[src/rtl/hazard_pkg.sv]
// Shared types and defaults for the D-stage hazard scoreboard.
package hazard_pkg;

    localparam int AW_DEF       = 5;
    localparam int TW_DEF       = 2;
    localparam int MULT_CYC_DEF = 5;
    localparam int DIV_CYC_DEF  = 10;

    // All-ones Tuse marks an operand the instruction does not read.
    localparam logic [TW_DEF-1:0] TUSE_NONE = {TW_DEF{1'b1}};

    typedef struct packed {
        logic [AW_DEF-1:0] a3;
        logic [TW_DEF-1:0] tnew;
    } entry_t;

    // Wide enough for any supported depth (NSTAGE up to 7).
    typedef logic [2:0] stage_idx_t;

    function automatic int max_int(input int a, input int b);
        return (a > b) ? a : b;
    endfunction

endpackage

[src/rtl/hazard_md_ctr.sv]
// Mult/div busy timer: loads the unit latency on a start, then counts down to 0.
module hazard_md_ctr
    import hazard_pkg::*;
#(
    parameter  int MULT_CYC = MULT_CYC_DEF,
    parameter  int DIV_CYC  = DIV_CYC_DEF,
    localparam int CW       = $clog2(max_int(MULT_CYC, DIV_CYC) + 1)
) (
    input  logic clk,
    input  logic rst_n,
    input  logic load,
    input  logic div,
    output logic md_busy
);

    logic [CW-1:0] cnt;

    always_ff @(posedge clk or negedge rst_n) begin
        if (!rst_n)
            cnt <= '0;
        else if (load)
            cnt <= div ? CW'(DIV_CYC) : CW'(MULT_CYC);
        else if (cnt != '0)
            cnt <= cnt - CW'(1);
    end

    assign md_busy = (cnt != '0);

endmodule

[src/rtl/hazard_scoreboard.sv]
// D-stage stall / forwarding unit tracking in-flight writers over NSTAGE stages.
// Define HAZARD_MD_EN to add the mult/div busy timer and its stall term.
module hazard_scoreboard
    import hazard_pkg::*;
#(
    parameter  int NSTAGE   = 3,
    parameter  int AW       = AW_DEF,
    parameter  int TW       = TW_DEF,
    parameter  int MULT_CYC = MULT_CYC_DEF,
    parameter  int DIV_CYC  = DIV_CYC_DEF,
    localparam int SW       = $clog2(NSTAGE + 1)
) (
    input  logic          clk,
    input  logic          rst_n,
    input  logic          d_valid,
    input  logic [AW-1:0] d_rs,
    input  logic [AW-1:0] d_rt,
    input  logic [TW-1:0] d_tuse_rs,
    input  logic [TW-1:0] d_tuse_rt,
    input  logic [AW-1:0] d_a3,
    input  logic [TW-1:0] d_tnew,
    input  logic          d_is_md,
    input  logic          d_md_start,
    input  logic          d_md_div,
    input  logic          flush,
    output logic          stall,
    output logic [SW-1:0] fwd_rs_sel,
    output logic [SW-1:0] fwd_rt_sel,
    output logic          md_busy
);

    localparam logic [TW-1:0] NONE = {TW{1'b1}};

    typedef struct packed {
        logic [AW-1:0] a3;
        logic [TW-1:0] tnew;
    } ent_t;

    ent_t e [1:NSTAGE];
    logic hz_rs, hz_rt, md_hz, issue;

    // Walk oldest to youngest so the lowest-k match is the one that sticks.
    always_comb begin
        hz_rs      = 1'b0;
        hz_rt      = 1'b0;
        fwd_rs_sel = '0;
        fwd_rt_sel = '0;
        for (int k = NSTAGE; k >= 1; k--) begin
            if (d_rs != '0 && d_tuse_rs != NONE && e[k].a3 == d_rs) begin
                hz_rs      = (e[k].tnew > d_tuse_rs);
                fwd_rs_sel = (e[k].tnew == '0) ? SW'(k) : '0;
            end
            if (d_rt != '0 && d_tuse_rt != NONE && e[k].a3 == d_rt) begin
                hz_rt      = (e[k].tnew > d_tuse_rt);
                fwd_rt_sel = (e[k].tnew == '0) ? SW'(k) : '0;
            end
        end
    end

    assign stall = d_valid && (hz_rs || hz_rt || md_hz);
    assign issue = d_valid && !stall && !flush;

`ifdef HAZARD_MD_EN
    hazard_md_ctr #(
        .MULT_CYC (MULT_CYC),
        .DIV_CYC  (DIV_CYC)
    ) u_md_ctr (
        .clk     (clk),
        .rst_n   (rst_n),
        .load    (issue && d_md_start),
        .div     (d_md_div),
        .md_busy (md_busy)
    );
    assign md_hz = d_is_md && md_busy;
`else
    logic unused_md;
    assign unused_md = &{1'b0, d_is_md, d_md_start, d_md_div};
    assign md_busy   = 1'b0;
    assign md_hz     = 1'b0;
`endif

    // Entries age one stage per cycle; tnew counts down and holds at 0.
    always_ff @(posedge clk or negedge rst_n) begin
        if (!rst_n) begin
            for (int k = 1; k <= NSTAGE; k++) e[k] <= '0;
        end else begin
            e[1] <= issue ? ent_t'{a3: d_a3, tnew: d_tnew} : '0;
            for (int k = 2; k <= NSTAGE; k++) begin
                if (flush)
                    e[k] <= '0;
                else
                    e[k] <= ent_t'{a3:   e[k-1].a3,
                                   tnew: (e[k-1].tnew == '0) ? '0 : e[k-1].tnew - TW'(1)};
            end
        end
    end

endmodule
[config.mk]
export PLATFORM = sky130hd
export DESIGN_NAME = hazard_scoreboard
export DESIGN_NICKNAME = d
export VERILOG_FILES = /design/src/rtl/hazard_pkg.sv /design/src/rtl/hazard_md_ctr.sv /design/src/rtl/hazard_scoreboard.sv
export SDC_FILE = /design/constraint.sdc
export NUM_CORES = 1
export LEC_CHECK = 0
export BUFFER_PORTS_ARGS = -buffer_cell sky130_fd_sc_hd__buf_2
export CAP_MARGIN = 15
export CORE_AREA = 2 2 62 64
export DETAILED_ROUTE_END_ITERATION = 12
export DIE_AREA = 0 0 64 66
export HOLD_SLACK_MARGIN = 0.06
export PLACE_DENSITY = 0.71
export SLEW_MARGIN = 30
export SYNTH_ARGS = -nofsm -noshare
export SYNTH_HDL_FRONTEND = slang
export SYNTH_HIERARCHICAL = 1
export SYNTH_SLANG_ARGS = --single-unit
[constraint.sdc]
create_clock -name clk -period 2.1 [get_ports clk]
set_input_delay 0 -clock clk [delete_from_list [all_inputs] [get_ports clk]]
set_output_delay 0 -clock clk [all_outputs]
set_load 0.005 [all_outputs]
==> flow_summary.yaml <==
cells_and_area:
  regMostFlops: "e"
  largest_register_ff_count: 21
  layout-area-overhead-vs-synth_pct: 27.5
  reg_top3: "e: 21 flops"
  fillers: 332
  antennaDiodeCount: 0
  drive_above_1_share_pct: 28.2
  nNetsFinal: 247
  instances_no_fill: 254
setup_path:
  critPathKind: "flop to primary output"
  critical_path_required_ns: 2.10
  cp_data_arrival_time_ns: 2.03
  r2r_start: "e[13]$_DFF_PN0_"
  cp_max_fo: 3
  end_kind: "primary output"
  r2r_cells: 8
  slowest_delay_ns: 0.44
  worstSetupStartpointType: "flop"
  r2r_end: "e[18]$_DFF_PN0_"
  cpMaxStageDelayCell: "dfrtp_1"
  crit_start: "e[13]$_DFF_PN0_"
  reg2reg_slack_ns: 0.20
  path_cells: "xnor2_1 > nand3_1 > nor3_4 > mux2i_2 > nor3b_4 > o21a_1 > buf_2"
  crit_path_end: "stall"
synthesis:
  seq_area_frac_synth_pct: 34.5
  synth_seq_cells: 21
  synthFlopType: "dfrtp_1"
  syn_area_sq_um: 1530
  syn_nets: 199
  synth_largest_area_cell: "dfrtp_1"
  netlist.area_leader.share_pct: 34.5
  synth_edf_count: 0
  syn_area_per_cell_sq_um: 9.59
  synth_commonest_cells: "21 x dfrtp_1, 16 x nand2_1, 16 x xor2_1"
  yosysMostFrequentCell: "dfrtp_1"
  synth_area_leaders: "dfrtp_1 34%, ha_1 9.8%, xor2_1 9.2%"
  synth_warnings: 6
  synth_cell_types: 32
  syn_inst: 159
  async_reset_ff_share_pct: 100
power:
  irDropWorstVdd_mv: 0.274
  combPwrFrac_pct: 24.1
  pwr-share-clk_pct: 24.2
  power.internal_uw: 579
  seqPwrFrac_pct: 51.6
  switching_power_uw: 245
  p_sw_share_pct: 29.7
  power_density_nw_per_um2: 424
  power_leakage_uw: 0.000929
sta:
  finalClockSkew_ns: 0.00845
  post-route-period-util_pct: 96.6
  hold_viol: 0
  setup_slack_ns: 0.0719
  rsz0062_at_grt: "yes"
  max_freq_ghz: 0.493
  report.final.slew_viol_count: 0
  final-setup-viol-count: 0
  timing.final.crit_period_ns: 2.03
clock_network:
  path_clk_slew_ns: 0.13
  insertion_delay_ns: 0.31
  cts-root-buf: "clkbuf_4"
  cts_tree: "done"
  numCtsBuffers: 3
  h-tree-depth: 1
  cts_buffer_depth: 2
  clkSinkCount: 21
global_routing:
  grt_pass1_vias: 1203
  globalRouteTotalUtil_pct: 17.9
  grt_pass1_wl_mm: 5.70
  overflow: 0
  grtUsageMet2_pct: 31.1
  antenna_found_initial: 0
  grt_util_met3_pct: 1.70
  grt_util_met1_pct: 23.1
  grt_start_max_net_pins: 22
  busiest_layer: "met2"
placed_design:
  dpl.cell_count: 233
  dp_hpwl_mm: 2.54
  dp_worst_setup_slack_ns: 0.214
  portBuffers: 29
  routabilityCongestion: 0.839
floorplan:
  io_pins: 34
  core_area_sq_um: 3550
  dieArea_sq_um: 4220
  rows: 22
  die_w_microns: 64
  initial_core_util_pct: 43.0
  die_y_microns: 66
routing:
  wl_per_cell_microns: 13.3
  via_per_inst: 4.88
  vias: 1239
  drtPass1Iterations: 4
  ant_nets: 0
  drtIter0Drc: 22
  wl_mm: 3.39
  drc: 0
run:
  drv_cap: 0
worst_hold_path:
  min_path_type: "primary input to flop"
outcome:
  outcome: "finished, final reports clean"
==> final cells by class <==
cell class / instances / area [sq um] / area share (%)
multi-input cells: 127 / 1010 / 51.7
repair buffers: 46 / 295 / 15.2
clock buffers: 3 / 22.5 / 1.16
clock inverters: 1 / 5.00 / 0.257
flip-flops and latches: 21 / 526 / 27.0
well taps: 48 / 60.1 / 3.09
inverters: 8 / 30.0 / 1.54
==> power groups by stage <==
stage / Combinational [uW] / Clock, uW / Sequential, uW
3_3_place_gp: 171 / 0 / 433
3_5_place_dp: 174 / 0 / 433
2_1_floorplan: 107 / 0 / 431
5_1_grt: 225 / 225 / 427
4_1_cts: 189 / 209 / 425
6_report: 199 / 200 / 425
==> worst min path at each step <==
stage	slack, ns	from	cells after the start	to
after floorplan	-0.30	rst_n	0	e[0]$_DFF_PN0_
after global placement	-0.02	rst_n	1	e[7]$_DFF_PN0_
after detailed placement	-0.009	rst_n	1	e[7]$_DFF_PN0_
after CTS	0.11	d_valid	4	e[16]$_DFF_PN0_
after global routing	0.15	d_valid	4	e[20]$_DFF_PN0_
final	0.12	d_valid	4	e[16]$_DFF_PN0_
==> what timing repair did <==
item                                    4_1_cts  5_1_grt
resized for setup                             0        9
setup buffers                                 3        5
endpoints found under the hold margin        35        0
endpoints found under the setup margin        1        1
hold buffers                                  9        0
pin swaps                                     3       12
==> logic make-up (layout without fill, tap and decap cells) <==
logic type / Yosys count / in the layout / synth area share (%)
buffers and inverters: 11 / 58 / 3.03
AND/OR/NAND/NOR: 65 / 65 / 25.3
other: 1 / 1 / 0.246
XOR/XNOR: 30 / 30 / 17.2
multiplexers: 3 / 3 / 2.05
AO/OA/AOI/OAI: 16 / 16 / 7.79
adder cells (fa/ha/maj): 12 / 12 / 9.84
flip-flops: 21 / 21 / 34.5
==> worst max-delay path, delay by kind of cell (launching register included) <==
kind                   cells  cell delay [ns]
AND/OR/NAND/NOR            3             0.48
multiplexers               1             0.30
buffers and inverters      1             0.12
XOR/XNOR                   1             0.20
AO/OA/AOI/OAI              1             0.19
flip-flops                 1             0.44
==> routing by layer <==
layer	part of all wire, %	vias to the layer above
li1	-	630
met1	45	579
met2	51	28
met3	3.0	2
met4	0.86	0
met5	0	-
==> layout by cell type (no fill, tap or decap), types with 2 or more instances in the layout <==
| master | Yosys | final |
|---|---|---|
| o21ai_2 | 2 | 2 |
| nor3_1 | 9 | 8 |
| or4_1 | 2 | 2 |
| buf_2 | 1 | 29 |
| buf_4 | 1 | 8 |
| dlygate4sd3_1 | 0 | 9 |
| nor2_1 | 6 | 6 |
| xnor2_1 | 14 | 14 |
| clkbuf_4 | 0 | 3 |
| nand3_1 | 4 | 4 |
| nor3_2 | 4 | 3 |
| a21oi_1 | 7 | 7 |
| nor3_4 | 0 | 2 |
| ha_1 | 12 | 11 |
| nand2_1 | 16 | 16 |
| nor3b_1 | 4 | 4 |
| nand4b_1 | 2 | 2 |
| xor2_2 | 0 | 2 |
| dfrtp_1 | 21 | 21 |
| nor2b_1 | 14 | 14 |
| inv_1 | 8 | 8 |
| xor2_1 | 16 | 14 |
==> metrics by stage <==
| stage | power [uW] | hold slack (ns) | area (sq um) | utilization (%) | TNS, ns |
|---|---|---|---|---|---|
| finish | 824 | 0.120 | 1940 | 54.8 | 0 |
| global route | 877 | 0.149 | 1940 | 54.8 | -0.0524 |
| CTS | 823 | 0.112 | 1850 | 52.2 | 0 |
| detailed placement | 607 | -0.00895 | 1710 | 48.3 | 0 |
| global placement | 604 | -0.0241 | 1710 | 48.3 | 0 |
| floorplan | 537 | -0.296 | 1530 | - | 0 |
(Power assumes the default switching activity.)
